$ cat src/rtl/clk_div_pkg.sv
// clk_div_pkg: reset constants and ratio/high-time clamp helpers shared by prog_clk_divider
package clk_div_pkg;
  localparam int RST_DIV = 2;
  localparam int RST_HIGH = 1;
  function automatic int unsigned clamp_div(int unsigned div);
    return div < 2 ? 2 : div;
  endfunction
  function automatic int unsigned clamp_high(int unsigned high, int unsigned div);
    return high < 1 ? 1 : high >= div ? div - 1 : high;
  endfunction
endpackage

$ cat src/rtl/prog_clk_divider_if.sv
// prog_clk_divider_if: valid/ready config port of prog_clk_divider
interface prog_clk_divider_if #(parameter int CH = 4, parameter int CW = 16);
  localparam int CHW = $clog2(CH);
  logic i_cfg_valid;
  logic o_cfg_ready;
  logic [CHW-1:0] i_cfg_ch;
  logic [CW-1:0] i_cfg_div;
  logic [CW-1:0] i_cfg_high;
  modport master(output i_cfg_valid, i_cfg_ch, i_cfg_div, i_cfg_high, input o_cfg_ready);
  modport slave(input i_cfg_valid, i_cfg_ch, i_cfg_div, i_cfg_high, output o_cfg_ready);
endinterface

$ cat src/rtl/clk_div_chan.sv
// clk_div_chan: one divider channel with shadowed ratio; DUTY_CFG_EN takes high time from the config port
module clk_div_chan
  import clk_div_pkg::*;
#(parameter int CW = 16) (
  input  logic          i_clk,
  input  logic          rst_n,
  input  logic          i_en,
  input  logic          i_we,
  input  logic [CW-1:0] i_div,
  input  logic [CW-1:0] i_high,
  output logic          o_clk,
  output logic          o_tick,
  output logic          o_pend
);
  logic [CW-1:0] r, h, r_s, h_s, cnt, r_n, h_n, cnt_n, div_c, high_c;
  logic wrap, apply;
  always_comb begin
    div_c = CW'(clamp_div(32'(i_div)));
`ifdef DUTY_CFG_EN
    high_c = CW'(clamp_high(32'(i_high), 32'(div_c)));
`else
    high_c = div_c >> 1;
`endif
    wrap = cnt == r - 1'b1;
    apply = o_pend && (!i_en || wrap);
    r_n = apply ? r_s : r;
    h_n = apply ? h_s : h;
    cnt_n = (!i_en || wrap) ? '0 : cnt + 1'b1;
  end
`ifndef DUTY_CFG_EN
  logic unused_high;
  assign unused_high = ^i_high;
`endif
  // outputs are registered from next-state so they line up with cnt in the same cycle
  always_ff @(posedge i_clk or negedge rst_n)
    if (!rst_n) begin
      r <= CW'(RST_DIV);
      h <= CW'(RST_HIGH);
      r_s <= CW'(RST_DIV);
      h_s <= CW'(RST_HIGH);
      cnt <= '0;
      o_pend <= 1'b0;
      o_clk <= 1'b0;
      o_tick <= 1'b0;
    end else begin
      cnt <= cnt_n;
      r <= r_n;
      h <= h_n;
      o_clk <= i_en && cnt_n >= r_n - h_n;
      o_tick <= i_en && cnt_n == r_n - 1'b1;
      o_pend <= i_we || (o_pend && !apply);
      if (i_we) begin
        r_s <= div_c;
        h_s <= high_c;
      end
    end
endmodule

$ cat src/rtl/prog_clk_divider.sv
// prog_clk_divider: CH-channel runtime-programmable divider; DUTY_CFG_EN enables programmable high time
module prog_clk_divider #(
  parameter int CH = 4,
  parameter int CW = 16
) (
  input  logic             i_clk,
  input  logic             rst_n,
  input  logic [CH-1:0]    i_en,
  prog_clk_divider_if.slave cfg,
  output logic [CH-1:0]    o_clk,
  output logic [CH-1:0]    o_tick,
  output logic [CH-1:0]    o_pend
);
  localparam int CHW = $clog2(CH);
  logic ch_ok;
  logic [CH-1:0] we;
  assign ch_ok = int'(cfg.i_cfg_ch) < CH;
  assign cfg.o_cfg_ready = !ch_ok || !o_pend[cfg.i_cfg_ch];
  for (genvar g = 0; g < CH; g++) begin : g_ch
    assign we[g] = cfg.i_cfg_valid && cfg.o_cfg_ready && cfg.i_cfg_ch == CHW'(g);
    clk_div_chan #(.CW(CW)) u_chan (
      .i_clk(i_clk),
      .rst_n(rst_n),
      .i_en(i_en[g]),
      .i_we(we[g]),
      .i_div(cfg.i_cfg_div),
      .i_high(cfg.i_cfg_high),
      .o_clk(o_clk[g]),
      .o_tick(o_tick[g]),
      .o_pend(o_pend[g])
    );
  end
endmodule

$ cat src/flat_wrapper.sv
// flat-port wrapper written by rule: the top's interface ports become plain ports
module prog_clk_divider_flat 
#(
  parameter int CH = 4,
  parameter int CW = 16
)
  (i_clk, rst_n, i_en, o_clk, o_tick, o_pend, cfg_i_cfg_valid, cfg_i_cfg_ch, cfg_i_cfg_div, cfg_i_cfg_high, cfg_o_cfg_ready);
  prog_clk_divider_if #(.CH(CH), .CW(CW)) cfg_i ();
  input  logic i_clk;
  input  logic rst_n;
  input  logic [CH-1:0] i_en;
  output logic [CH-1:0] o_clk;
  output logic [CH-1:0] o_tick;
  output logic [CH-1:0] o_pend;
  input wire logic [$bits(cfg_i.i_cfg_valid)-1:0] cfg_i_cfg_valid;
  input wire logic [$bits(cfg_i.i_cfg_ch)-1:0] cfg_i_cfg_ch;
  input wire logic [$bits(cfg_i.i_cfg_div)-1:0] cfg_i_cfg_div;
  input wire logic [$bits(cfg_i.i_cfg_high)-1:0] cfg_i_cfg_high;
  output wire logic [$bits(cfg_i.o_cfg_ready)-1:0] cfg_o_cfg_ready;
  assign cfg_i.i_cfg_valid = cfg_i_cfg_valid;
  assign cfg_i.i_cfg_ch = cfg_i_cfg_ch;
  assign cfg_i.i_cfg_div = cfg_i_cfg_div;
  assign cfg_i.i_cfg_high = cfg_i_cfg_high;
  assign cfg_o_cfg_ready = cfg_i.o_cfg_ready;
  prog_clk_divider #(.CH(CH), .CW(CW)) u_core (.i_clk(i_clk), .rst_n(rst_n), .i_en(i_en), .cfg(cfg_i), .o_clk(o_clk), .o_tick(o_tick), .o_pend(o_pend));
endmodule
$ cat config.mk
export PLATFORM = sky130hd
export DESIGN_NAME = prog_clk_divider_flat
export DESIGN_NICKNAME = d
export VERILOG_FILES = /design/src/rtl/clk_div_pkg.sv /design/src/rtl/prog_clk_divider_if.sv /design/src/rtl/clk_div_chan.sv /design/src/rtl/prog_clk_divider.sv /design/src/flat_wrapper.sv
export SDC_FILE = /design/constraint.sdc
export NUM_CORES = 1
export LEC_CHECK = 0
export ABC_CLOCK_PERIOD_IN_PS = 10670
export CAP_MARGIN = 20
export CORE_UTILIZATION = 60
export DETAILED_ROUTE_END_ITERATION = 7
export HOLD_SLACK_MARGIN = 0.06
export PLACE_DENSITY = 0.86
export SYNTH_ARGS = -nofsm -noshare
export SYNTH_HDL_FRONTEND = slang
export SYNTH_HIERARCHICAL = 1
export SYNTH_SLANG_ARGS = --single-unit
$ cat constraint.sdc
create_clock -name i_clk -period 10.67 [get_ports i_clk]
set_input_delay 3.201 -clock i_clk [delete_from_list [all_inputs] [get_ports i_clk]]
set_output_delay 3.201 -clock i_clk [all_outputs]
set_load 0.01 [all_outputs]
==> qor.txt, run 1 <==
Status - finished, final reports clean
EDFF count, synth - 0
Drt initial violations - 2072
Final setup fails - 0
CTS Root Cell - clkbuf_16
Vias - 18600
Crit-path max FO - 4
Syn Nets - 2609
DRC - 0
Cell-by-cell trace of the critical path - clkdlybuf4s50_1 -> mux4_2 -> inv_1 -> clkdlybuf4s50_1
Synth Area in Simple Gates - 23.9%
Slowest stage delay, CP - 0.62 ns
Worst slack, placed - 1.97 ns
All-Layer GR Usage - 32.4%
Clock power share - 21.2%
Design area - 0.0227 mm²
Seq/Total Area, Yosys - 32.2%
RSZ-0062 raised after global routing - false
Inst Count DP - 2830
Vias in the first global route - 18100
Largest family of logic cells by synthesized area - simple AND/OR/NAND/NOR gates
Int Power - 0.00323 W
Hold Path Class - flop to flop
Max frequency - 120 MHz
Post-CTS Hold Fix Bufs - 0
Peak supply drop - 176 µV
Initial Utilization - 61.6%
Switching Fraction - 42.3%
CORE AREA - 0.0339 mm²
Final std cells w/o fill - 2888
Max stage delay cell, worst path - clkdlybuf4s50_1
Routed wire length - 57.5 mm
Fillers - 2673
IO Count - 54
Worst endpoint data arrival time - 5.10 ns
H-tree Lvls - 1
# rows - 67
Worst-Margin Slew - 1.04 ns
Crit path kind - input pin to output pin
Final Max Slew Viols - 0
ANT nets after route - 0
Distinct cells, synth - 96
Clk pin slew, worst setup/hold paths - 0.06 ns
Post-Synth XOR/XNOR Area - 9.52%
Horiz. Die Dim - 188 µm
Clock Skew - 0.0248 ns
Routability Congestion - 0.951
IO buf count - 37
Worst-skew pair later-pin latency - 0.59 ns
HPWL after detailed placement - 42.0 mm
Mux cell area share after synthesis - 4.96%
FF+latch count, synth - 268
Worst Setup End Kind - output pin
Async SR Flop Fraction - 100%
Sw Pwr - 0.00237 W
Total gr overflow - 0
Ys flop type - dfrtp_1
Relative slew slack - 30.4%
Most used cell, CP - clkdlybuf4s50_1
Num Clock Sinks - 268
Final nets - 2596
Layout overhead on the synthesized area - 8.89%
Die area - 0.0355 mm²
CTS-repair resized insts - 0
DR vias/cell - 6.42
Max_cap viols - 0
Final period util - 77.8%
Initial antenna violation count - 1
CP required - 7.47 ns
Final Total Pwr - 0.00560 W
P_leak - 10.4 nW
PD cells - 247 mW/mm²
Overall die height - 188 µm
Placed cell areas - 0.0216 mm²
Avg Cell Area, Syn - 8.59 µm²
Synthesized cell area - 0.0209 mm²
Seq pwr share - 28.4%
Worst setup SP type - input pin
Post-synthesis compound-gate area fraction - 15.7%
Tmin final - 8.30 ns
Post-Synthesis Cells - 2428
Setup Fix Bufs, Post-CTS - 0
DR pass1 iterations - 6
CTS tree - built
Gate power share - 50.4%
Yosys warnings - 6
Cts bufs inserted - 31
Post-synthesis adder-cell area fraction - 8.54%
First-pass GRT wire length - 93.7 mm
Fin. Hold Viols - 0
Worst setup margin - 2.37 ns
Final TNS setup - 0 ns
WL per Instance - 19.9 µm
Maximum root-to-sink buffer count - 3
Largest net degree at the start of global routing - 179
Share of layout cells above drive strength 1 - 8.90%
## cells in the final DEF (no fill, tap or decap), drive strengths merged, types with 10 or more instances in the layout
cell,n
nand2,333
dfrtp,256
nor2,173
inv,168
ha,136
xnor2,134
o21ai,108
xor2,85
nor3,85
a21oi,81
mux2,66
and2,63
nand3,61
a21o,61
nor4,50
clkbuf,43
clkdlybuf4s50,36
nand4,34
nand2b,31
mux2i,26
and3,26
a31oi,24
nor2b,22
a21boi,21
or4,20
o211ai,19
or3,19
buf,18
o21a,16
nor3b,16
or2,15
dfstp,12
o2111a,12
nand3b,11
o31ai,11
o2111ai,10
## power by group through the flow
stage               sequential (W)  clock [W]  combinational (W)
finish                     0.00159    0.00119            0.00282
floorplan                  0.00138          0            0.00230
global placement           0.00158          0            0.00263
CTS                        0.00157    0.00120            0.00279
global route               0.00162    0.00124            0.00314
detailed placement         0.00159          0            0.00275
## worst max-delay path: cells and delay by family
kind,cells,cell delay (ns)
multiplexers,1,0.57
buffers and inverters,3,1.33
## sequential cells by signal, summed over array words and instances (netlist names)
name                       count
u_core/g_ch.u_chan/r_s        64
u_core/g_ch.u_chan/o_clk       4
u_core/g_ch.u_chan/o_tick      4
u_core/g_ch.u_chan/h          64
u_core/g_ch.u_chan/r          64
u_core/g_ch.u_chan/o_pend      4
u_core/g_ch.u_chan/cnt        64
## cell usage after synthesis, types with 13 or more instances
master    instances  area, µm²
mux2_2           59        664
o21a_1           16        120
nand2_1         332       1250
nand4_1          34        213
dfrtp_1         256       6410
a31oi_1          24        150
a21oi_1          74        370
nor3b_1          13       97.6
nand2b_1         31        194
o21ai_0          97        485
a21o_1           61        458
xor2_1           85        744
nor2b_1          22        138
mux2i_1          26        260
or4_1            17        128
a21boi_0         20        150
nor3_1           79        395
nor4_1           40        250
clkbuf_1         63        236
buf_2            20        100
xnor2_1         134       1170
o211ai_1         19        143
nor2_1          173        649
ha_1            136       1700
inv_1           166        623
nand3_1          61        305
and3_1           25        156
or3_1            17        106
and2_1           63        394
## logic make-up after synthesis
| group | after synthesis |
|---|---|
| AOI/OAI and AO/OA | 456 |
| xor gates and xnor gates | 222 |
| adders and majority gates | 140 |
| buffers and inverters | 266 |
| DFF | 268 |
| muxes | 93 |
| and+or+nand+nor | 983 |
## cell type report
cell class | instances | area [µm²] | share of cell area, %
Antenna cell | 1 | 2.50 | 0.0110
Clock buffer | 43 | 911 | 4.01
Clock inverter | 14 | 241 | 1.06
Inverter | 166 | 623 | 2.74
Multi-Input combinational cell | 1894 | 13100 | 57.8
Sequential cell | 268 | 6720 | 29.6
Tap cell | 448 | 561 | 2.47
Timing Repair Buffer | 54 | 515 | 2.27
## per-stage QoR
step                utilization (%)  hold WS (ns)
finish                         67.0         0.477
global route                   67.0         0.499
CTS                            67.0         0.477
detailed placement             63.6         0.463
global placement               63.6         0.454
floorplan                         -         0.439
## final timing paths
path / endpoint / slack [ns] / cells after the start / startpoint
setup / recovery: cfg_o_cfg_ready / 2.37 / 4 / cfg_i_cfg_ch[0]
hold / removal: u_core/g_ch[2].u_chan/h[0] / 0.48 / 2 / u_core/g_ch[2].u_chan/h[0]
setup reg to reg: u_core/g_ch[3].u_chan/o_clk / 3.20 / 31 / u_core/g_ch[3].u_chan/r[0]
hold reg to reg: u_core/g_ch[2].u_chan/h[0] / 0.48 / 2 / u_core/g_ch[2].u_chan/h[0]
max in group asynchronous: u_core/g_ch[3].u_chan/h[5] / 6.65 / 2 / rst_n
min in group asynchronous: u_core/g_ch[0].u_chan/cnt[13] / 2.61 / 1 / rst_n
## routing by layer
layer  global-route usage [%]  up-vias  wire, µm
li1                         -     8529         -
met1                     44.5     8995     24300
met2                     53.1      889     26700
met3                     4.25      138      4930
met4                     10.6        0      1610
met5                        0        -         0
Power figures use the tool's default switching activity.
==> run 2, diff against run 1 <==
--- a/config.mk
+++ b/config.mk
@@ -5,9 +5,9 @@
 export SDC_FILE = /design/constraint.sdc
 export NUM_CORES = 1
 export LEC_CHECK = 0
-export ABC_CLOCK_PERIOD_IN_PS = 10670
+export ABC_CLOCK_PERIOD_IN_PS = 6900
 export CAP_MARGIN = 20
-export CORE_UTILIZATION = 60
+export CORE_UTILIZATION = 58
 export DETAILED_ROUTE_END_ITERATION = 7
 export HOLD_SLACK_MARGIN = 0.06
 export PLACE_DENSITY = 0.86
==> constraint.sdc (replaced) <==
create_clock -name i_clk -period 6.9 [get_ports i_clk]
set_input_delay 2.07 -clock i_clk [delete_from_list [all_inputs] [get_ports i_clk]]
set_output_delay 2.07 -clock i_clk [all_outputs]
set_load 0.01 [all_outputs]
==> qor.txt, run 2 (synthesis gave the netlist of run 1 again) <==
HPWL after detailed placement - 43.6 mm (+3.9%)
First-pass GRT wire length - 94.7 mm (+0.98%)
Reg2reg end - u_core/g_ch[0].u_chan/o_clk
Worst Setup End Kind - flop
CORE AREA - 0.0355 mm² (+4.8%)
Status - complete, but fails checks
Seq pwr share - 28.0% (-0.4 points)
Worst setup SP type - flop
All-Layer GR Usage - 32.0% (-0.40 points)
Final std cells w/o fill - 2962 (+2.6%)
Hold Path Class - flop to flop
Max frequency - 152 MHz
Most common cell after layout, fill and taps aside - nand2_1
Int Power - 0.00497 W (+54%)
Post-CTS Hold Fix Bufs - 0 (unchanged)
Share of layout cells above drive strength 1 - 11.3% (+2.4 points)
Setup crit start - u_core/g_ch[0].u_chan/r[5]
Sw Pwr - 0.00375 W (+58%)
Layout overhead on the synthesized area - 10.9%
Vias in the first global route - 18500 (+2.4%)
Failing checks - design-rule violations
R2R setup slack - 0.33 ns (-2.87 ns)
Cells on worst reg2reg path - 28 (-9.7%)
Clk pin slew, worst setup/hold paths - 0.06 ns (about the same)
Slowest stage delay, CP - 0.65 ns (+0.03 ns)
Fillers - 2822 (+5.6%)
DR pass1 iterations - 8 (+2)
CP endpoint - u_core/g_ch[0].u_chan/o_clk
Final nets - 2658 (+2.4%)
Commonest cells after routing, fill and taps aside - nand2_1, dfrtp_1, nor2_1
Die area - 0.0367 mm² (+3.4%)
Num Clock Sinks - 268 (unchanged)
IO Count - 54 (unchanged)
Most used cell, CP - o21ai_0
CTS tree - built
Horiz. Die Dim - 192 µm (+1.7%)
Initial Utilization - 58.8% (-2.8 points)
Fin. Hold Viols - 0 (unchanged)
Vias - 18800 (+1.2%)
CTS Root Cell - clkbuf_16
ANT nets after route - 0 (unchanged)
DRC - 1 (+1)
Worst-skew pair later-pin latency - 0.59 ns (about the same)
# rows - 69 (+3.0%)
Initial antenna violation count - 0 (-1)
Antenna cell count - 0 (-1)
Switching Fraction - 43.0% (+0.67 points)
WL per Instance - 19.8 µm (-0.29%)
Routed wire length - 58.8 mm (+2.3%)
Gate power share - 52.7% (+2.3 points)
Drt initial violations - 2044 (-1.4%)
Crit path kind - flop to flop
Max_cap viols - 0 (unchanged)
Final Max Slew Viols - 0 (unchanged)
Max stage delay cell, worst path - or4_1
IO buf count - 37 (unchanged)
DR vias/cell - 6.34 (-1.3%)
Worst-Margin Slew - 0.907 ns (-0.137 ns)
H-tree Lvls - 1 (unchanged)
P_leak - 10.7 nW (+2.5%)
Inst Count DP - 2901 (+2.5%)
Overall die height - 192 µm (+1.7%)
Tmin final - 6.57 ns
Min Hold Slack - 0.475 ns (-0.00271 ns)
CP required - 7.34 ns (-0.13 ns)
Cts bufs inserted - 30 (-3.2%)
Final setup fails - 0 (unchanged)
Crit-path max FO - 6 (+2)
Routability Congestion - 1.01 (+5.9%)
Clock power share - 19.3% (-1.9 points)
R2r startpoint - u_core/g_ch[0].u_chan/r[5]
Worst endpoint data arrival time - 7.01 ns (+1.91 ns)
Clock Skew - 0.0201 ns (-0.00466 ns)
Maximum root-to-sink buffer count - 3 (unchanged)
Final period util - 95.2%
Peak supply drop - 282 µV (+61%)
PD cells - 377 mW/mm² (+53%)
Largest net degree at the start of global routing - 150 (-16%)
Relative slew slack - 39.5% (+9.1 points)
Total gr overflow - 0 (unchanged)
==> run 2: power groups by stage <==
stage	clock (W)	sequential [W]	combinational [W]
after CTS	0.00171	0.00242	0.00451
final	0.00168	0.00244	0.00460
after global routing	0.00177	0.00248	0.00508
after detailed placement	0	0.00244	0.00444
after floorplan	0	0.00214	0.00355
after global placement	0	0.00242	0.00423
==> run 2: worst min-delay path by stage <==
stage	startpoint	endpoint	slack, ns	cells past startpoint
after floorplan	u_core/g_ch[0].u_chan/h[10]	u_core/g_ch[0].u_chan/h[10]	0.44	2
after global placement	u_core/g_ch[0].u_chan/h[5]	u_core/g_ch[0].u_chan/h[5]	0.46	2
after detailed placement	u_core/g_ch[3].u_chan/h[7]	u_core/g_ch[3].u_chan/h[7]	0.47	2
after CTS	u_core/g_ch[3].u_chan/h[0]	u_core/g_ch[3].u_chan/h[0]	0.48	2
after global routing	u_core/g_ch[2].u_chan/h[0]	u_core/g_ch[2].u_chan/h[0]	0.50	2
final	u_core/g_ch[0].u_chan/h[10]	u_core/g_ch[0].u_chan/h[10]	0.47	2
==> run 2: worst max-delay path: cells and delay by family, from the launching register on <==
| kind | cells | cell delay (ns) |
|---|---|---|
| AO/OA/AOI/OAI | 16 | 3.00 |
| AND/OR/NAND/NOR | 6 | 1.60 |
| adder cells (fa/ha/maj) | 2 | 0.57 |
| flip-flops | 1 | 0.49 |
| multiplexers | 1 | 0.32 |
| buffers and inverters | 2 | 0.28 |
| XOR/XNOR | 1 | 0.16 |
==> run 2: routing by layer <==
metal | track usage (%) | wire, µm | vias to the layer above
li1 | - | - | 8638
met1 | 43.3 | 24600 | 9013
met2 | 51.7 | 27200 | 931
met3 | 4.59 | 4860 | 196
met4 | 12.7 | 2160 | 0
met5 | 0 | 0 | -
==> run 2: through the flow <==
step / total power [W] / cell area (µm²) / util [%] / worst slack, ns / setup TNS [ns]
floorplan: 0.00569 / 20900 / - / 0.619 / 0
global placement: 0.00665 / 22000 / 62.0 / 0.190 / 0
detailed placement: 0.00688 / 22000 / 62.0 / -0.112 / -0.112
CTS: 0.00863 / 23000 / 64.9 / 0.258 / 0
global route: 0.00933 / 23100 / 65.2 / -0.0666 / -0.0666
finish: 0.00872 / 23100 / 65.2 / 0.330 / 0
==> run 2: layout make-up <==
type                       instances  area (µm²)  area share (%)
clock buffer                      40         860            3.72
sequential                       268        6720            29.1
tap                              461         577            2.49
timing repair buffer             117         988            4.27
multi-input combinational       1894       13200            57.0
clock inverter                    16         178           0.768
inverter                         166         623            2.69
==> run 2: timing repair <==
item                       CTS  global route
resized for setup            0            14
buffers inserted             0             5
setup endpoints to repair    0             4
==> run 3, diff against run 2 <==
--- a/config.mk
+++ b/config.mk
@@ -7,6 +7,7 @@
 export LEC_CHECK = 0
 export ABC_CLOCK_PERIOD_IN_PS = 6900
 export CAP_MARGIN = 20
+export CORE_MARGIN = 1
 export CORE_UTILIZATION = 58
 export DETAILED_ROUTE_END_ITERATION = 7
 export HOLD_SLACK_MARGIN = 0.06
==> results of run 3 <==
No change in the layout: final DEF, timing and power equal those of run 2.
